## src/rtl/elevator_controller.sv

```systemverilog
// Elevator controller for NUM_FLOORS floors.
// Cabin and hall calls are latched into a pending bitmap and served with a
// SCAN policy: keep the current direction while requests remain that way,
// otherwise reverse. Travel and door dwell are timed in clk cycles. An
// emergency stop parks the car in HALT, and door_hold keeps the doors open.
// All outputs are decoded from registered state only.

module elevator_controller #(
   parameter int NUM_FLOORS    = 4,
   parameter int FLOOR_W       = 2,
   parameter int TRAVEL_CYCLES = 16,
   parameter int DOOR_CYCLES   = 8
) (
   input  logic                  clk,
   input  logic                  reset,
   input  logic                  enable,
   input  logic [NUM_FLOORS-1:0] car_req,
   input  logic [NUM_FLOORS-1:0] hall_req,
   input  logic                  door_hold,
   input  logic                  estop,
   output logic [FLOOR_W-1:0]    current_floor,
   output logic [NUM_FLOORS-1:0] pending,
   output logic                  door_open,
   output logic                  moving,
   output logic                  dir_up,
   output logic                  halted
);

   localparam logic [1:0] IDLE      = 2'd0;
   localparam logic [1:0] MOVING    = 2'd1;
   localparam logic [1:0] DOOR_OPEN = 2'd2;
   localparam logic [1:0] HALT      = 2'd3;

   // One shared down-counter serves both travel and door dwell.
   localparam int TMAX = (TRAVEL_CYCLES > DOOR_CYCLES) ? TRAVEL_CYCLES : DOOR_CYCLES;
   localparam int TW   = (TMAX > 1) ? $clog2(TMAX) : 1;

   localparam logic [TW-1:0]      TRAVEL_LOAD = TW'(TRAVEL_CYCLES - 1);
   localparam logic [TW-1:0]      DOOR_LOAD   = TW'(DOOR_CYCLES - 1);
   localparam logic [FLOOR_W-1:0] TOP_FLOOR   = FLOOR_W'(NUM_FLOORS - 1);

   logic [1:0]            state_q, state_d;
   logic [TW-1:0]         timer_q, timer_d;
   logic [FLOOR_W-1:0]    floor_q, floor_d;
   logic [NUM_FLOORS-1:0] pending_q, pending_d;
   logic                  dir_q, dir_d;

   logic [NUM_FLOORS-1:0] req_now;
   logic [FLOOR_W-1:0]    step_floor;
   logic                  above_cur, below_cur, here_cur, go_up;
   logic                  above_next, below_next, here_next;

   // Any request strictly above floor f.
   function automatic logic req_above(input logic [NUM_FLOORS-1:0] v,
                                      input logic [FLOOR_W-1:0]    f);
      logic r;
      r = 1'b0;
      for (int i = 0; i < NUM_FLOORS; i++) begin
         if (FLOOR_W'(i) > f) r = r | v[i];
      end
      return r;
   endfunction

   // Any request strictly below floor f.
   function automatic logic req_below(input logic [NUM_FLOORS-1:0] v,
                                      input logic [FLOOR_W-1:0]    f);
      logic r;
      r = 1'b0;
      for (int i = 0; i < NUM_FLOORS; i++) begin
         if (FLOOR_W'(i) < f) r = r | v[i];
      end
      return r;
   endfunction

   // One-hot mask selecting floor f.
   function automatic logic [NUM_FLOORS-1:0] floor_mask(input logic [FLOOR_W-1:0] f);
      logic [NUM_FLOORS-1:0] m;
      m = '0;
      for (int i = 0; i < NUM_FLOORS; i++) begin
         if (FLOOR_W'(i) == f) m[i] = 1'b1;
      end
      return m;
   endfunction

   // Requests visible this cycle: latched ones plus buttons pressed right now.
   assign req_now = pending_q | car_req | hall_req;

   assign above_cur  = req_above(req_now, floor_q);
   assign below_cur  = req_below(req_now, floor_q);
   assign here_cur   = |(req_now & floor_mask(floor_q));
   assign go_up      = above_cur && (dir_q || !below_cur);

   assign above_next = req_above(req_now, step_floor);
   assign below_next = req_below(req_now, step_floor);
   assign here_next  = |(req_now & floor_mask(step_floor));

   // Neighbouring floor in the travel direction, clamped at the shaft ends.
   always_comb begin
      step_floor = floor_q;
      if (dir_q && floor_q != TOP_FLOOR) begin
         step_floor = floor_q + 1'b1;
      end else if (!dir_q && floor_q != '0) begin
         step_floor = floor_q - 1'b1;
      end
   end

   // Next-state logic: estop first, then enabled FSM stepping.
   always_comb begin
      // NOTE: every variable gets a default first so no path leaves it unassigned (no latches).
      state_d = state_q;
      timer_d = timer_q;
      floor_d = floor_q;
      dir_d   = dir_q;

      if (estop) begin
         state_d = HALT;
         timer_d = '0;
      end else if (enable) begin
         case (state_q)
            IDLE: begin
               if (here_cur) begin
                  state_d = DOOR_OPEN;
                  timer_d = DOOR_LOAD;
               end else if (go_up) begin
                  state_d = MOVING;
                  dir_d   = 1'b1;
                  timer_d = TRAVEL_LOAD;
               end else if (below_cur) begin
                  state_d = MOVING;
                  dir_d   = 1'b0;
                  timer_d = TRAVEL_LOAD;
               end
            end

            MOVING: begin
               if (timer_q != '0) begin
                  timer_d = timer_q - 1'b1;
               end else begin
                  floor_d = step_floor;
                  if (here_next) begin
                     state_d = DOOR_OPEN;
                     timer_d = DOOR_LOAD;
                  end else if (dir_q ? above_next : below_next) begin
                     timer_d = TRAVEL_LOAD;
                  end else if (dir_q ? below_next : above_next) begin
                     dir_d   = !dir_q;
                     timer_d = TRAVEL_LOAD;
                  end else begin
                     state_d = IDLE;
                  end
               end
            end

            DOOR_OPEN: begin
               if (door_hold) begin
                  timer_d = DOOR_LOAD;
               end else if (timer_q != '0) begin
                  timer_d = timer_q - 1'b1;
               end else if (go_up) begin
                  state_d = MOVING;
                  dir_d   = 1'b1;
                  timer_d = TRAVEL_LOAD;
               end else if (below_cur) begin
                  state_d = MOVING;
                  dir_d   = 1'b0;
                  timer_d = TRAVEL_LOAD;
               end else begin
                  state_d = IDLE;
               end
            end

            default: begin
               // HALT: estop released, re-decide from IDLE with a full travel later.
               state_d = IDLE;
               timer_d = '0;
            end
         endcase
      end
   end

   // Latch new requests; the floor whose doors are (or become) open is served.
   always_comb begin
      pending_d = req_now;
      if (state_d == DOOR_OPEN) begin
         pending_d = req_now & ~floor_mask(floor_d);
      end
   end

   // State registers.
   always_ff @(posedge clk or negedge reset) begin
      if (!reset) begin
         state_q   <= IDLE;
         timer_q   <= '0;
         floor_q   <= '0;
         pending_q <= '0;
         dir_q     <= 1'b1;
      end else begin
         // NOTE: non-blocking assignments so all registers update from the same pre-edge values.
         state_q   <= state_d;
         timer_q   <= timer_d;
         floor_q   <= floor_d;
         pending_q <= pending_d;
         dir_q     <= dir_d;
      end
   end

   assign current_floor = floor_q;
   assign pending       = pending_q;
   assign door_open     = (state_q == DOOR_OPEN);
   assign moving        = (state_q == MOVING);
   assign halted        = (state_q == HALT);
   assign dir_up        = dir_q;

endmodule
```

## config.mk

```make
export PLATFORM = sky130hd
export DESIGN_NAME = elevator_controller
export DESIGN_NICKNAME = d
export VERILOG_FILES = /design/src/rtl/elevator_controller.sv
export SDC_FILE = /design/constraint.sdc
export NUM_CORES = 1
export LEC_CHECK = 0
export ABC_AREA = 1
export BUFFER_PORTS_ARGS = -buffer_cell sky130_fd_sc_hd__buf_4
export CAP_MARGIN = 20
export CORE_MARGIN = 5
export CORE_UTILIZATION = 30
export CTS_CLUSTER_SIZE = 12
export DETAILED_ROUTE_END_ITERATION = 12
export PLACE_DENSITY = 0.5
export SKIP_CTS_REPAIR_TIMING = 1
export SLEW_MARGIN = 0
export SYNTH_ARGS = -nofsm -noshare
export SYNTH_HDL_FRONTEND = slang
export SYNTH_SLANG_ARGS = --single-unit
```

## constraint.sdc

```tcl
create_clock -name clk -period 2.7 [get_ports clk]
set_input_delay 0.81 -clock clk [delete_from_list [all_inputs] [get_ports clk]]
set_output_delay 0.81 -clock clk [all_outputs]
set_load 0.005 [all_outputs]
```

==> out/results.ini <==
[run_status]
status=complete, no violations

[floorplanning]
die_y_microns=79.8
coreArea_sq_um=4720
die_area_sq_um=6370
rows=25
pin_count=23
dieWidth_microns=79.8
initial_core_util_pct=30.9

[place]
gp_congestion=0.820
placed_area_sq_um=1710
hpwlAfterDp_microns=2890
dp_cells=305
port_buffers=22

[logic_synthesis]
avgSynthCellArea_sq_um=6.77
async_flop_share_pct=100
yosys.cell_count.top_type=nand2_1
synth_area_leaders=dfrtp_1 (21%), nand2_1 (16%), inv_1 (8.0%)
syn_inst=216
synth_top_cell_by_area=dfrtp_1
synth-seq-cells=13
yosysWarnings=0
synth_area_sq_um=1460
synth-edff-count=0
synth_flop_cell=dfrtp_1
synthDistinctLibCells=26
yosys-top-cells-count=nand2_1 (61), inv_1 (31), nand3_1 (16)
ys_seq_area_share_pct=22.3
synth_top_area_share_pct=20.5
synth_fp_nets=236

[critical_path]
path_cells=inv_1 > ha_1 > nand3_4 > nand2_2 > nand2_1 > nand2_2 > nand2_1 > nand3_2 > nand2_1 > nand3_1 > nand2_2 > nand2_4 > nand3_4 > nand2_1 > nand2_1
cp_data_required_time_ps=2830
worstPathMaxFanout=6
crit_path_end_kind=flop
crit_buf_inv=1
critPathKind=reg -> reg
slowest_stage=dfrtp_1
path_common_cell=nand2_1
startpoint=current_floor[1]$_DFF_PN0_
critical_path.startpoint_type=flop
cp_data_arrival_time_ps=2300
regToRegSetupSlack_ps=540
slowest_delay_ps=440
critPathTopFamily=simple AND/OR/NAND/NOR gates
worstReg2RegStart=current_floor[1]$_DFF_PN0_

[cells_and_area]
final_nets=263
final_area_sq_um=1750
syn_to_final_growth_pct=19.9
layout-drive-gt1-share_pct=28.1
fin_cells=309
diodes=0

[drt]
post_drt_wl_per_cell_microns=11.0
vias=1364
dr.pass1.iters=4
drtIter0Drc=57
via_per_inst=4.41
totalWireLength_microns=3410
drcViolationCount=0
ant_nets=0

[sta]
max_freq_mhz=462
hold_violations=0
period_minus_slack_ps=2160
tns_ps=0
fin_crit_sh_pct=80.1
rsz0062_at_grt=false
maxSlewHeadroom_pct=64.2
fin_skew_ps=3.06
tightest_slew_ps=537
finalSetupViolCount=0
slew_viol_final=0

[power_and_ir_drop]
power.leakage_nw=0.923
power_density_nw_per_um2=916
max-vdd-ir-drop_mv=0.373

[global_routing]
grt_pass1_wl_microns=6030
track_usage_pct=11.9
grt-ovfl-total=0
grt_max_degree=14
grt_pass1_vias=1333
antenna_found_initial=0

[clocking]
cts_buffer_depth=2
cts_tree=yes
cts_max_level=1
clk_latency_ps=240
cts.sinks=13
clk_pin_slew_ps=60
cts_root_buffer=clkbuf_8
cts_buffers=3

[min_path]
hold_path_class=in -> async

[flow_run]
cap_viol_max_count=0

==> final cells by class <==
cell class	instances	area [sq um]
clock inverters	1	5.00
flip-flops and latches	13	327
repair buffers	23	173
multi-input cells	166	986
clock buffers	3	41.3
well taps	67	83.8
fillers	531	2970
inverters	36	138
==> placed cells by master (no fill, tap or decap), drive strengths merged <==
cell type and n:
inv 36, ha 7, nor2 17, clkbuf 3, a22oi 1, a21oi 11, o21ai 10, dfstp 1
nand4 6, nor3 3, xor2 2, a31oi 1, nand3 23, dfrtp 12, buf 23, clkinv 1
o211ai 5, nand2 80
==> logic make-up (layout without fill, tap and decap cells) <==
| family | Yosys count | count (layout) | share of synthesized area [%] |
|---|---|---|---|
| simple gates | 129 | 129 | 48.1 |
| fa+ha+maj | 7 | 7 | 5.99 |
| xor+xnor | 2 | 2 | 1.20 |
| buf+inv | 37 | 63 | 10.2 |
| flops | 13 | 13 | 22.3 |
| compound gates | 28 | 28 | 12.2 |
==> worst paths after layout <==
path,to,cells past startpoint
max,pending[0]$_DFF_PN0_,15
min,current_floor[0]$_DFF_PN0_,1
max reg2reg,pending[0]$_DFF_PN0_,15
min reg2reg,timer_q[1]$_DFFE_PN0P_,2
max in group asynchronous,dir_up$_DFFE_PN1P_,1
min in group clk,timer_q[1]$_DFFE_PN0P_,2
==> through the flow <==
step	setup WS, ps	util, %	hold WS, ps	total power, mW
after floorplan	673	-	449	1.18
after global placement	381	36.1	467	1.46
after detailed placement	396	36.1	472	1.44
after CTS	518	37.1	399	1.63
after global routing	305	37.1	403	1.79
final	537	37.1	401	1.61
==> power by group <==
part	switching, mW	internal [mW]	total (mW)
combinational	0.709	0.411	1.12
clock	0.0722	0.102	0.174
sequential	0.0655	0.247	0.312
total	0.846	0.760	1.61
==> layer usage <==
metal,vias up,global-route usage (%),wire (microns)
li1,744,-,-
met1,597,16.6,1810
met2,19,18.5,1460
met3,4,1.58,93
met4,0,4.56,44
met5,-,0,0
==> state kept, by name (all words and copies together), names as in the netlist <==
name,count
pending,4
timer_q,4
current_floor,2
state_q,2
dir_up,1
No activity file was read; power rests on OpenSTA's default activity.
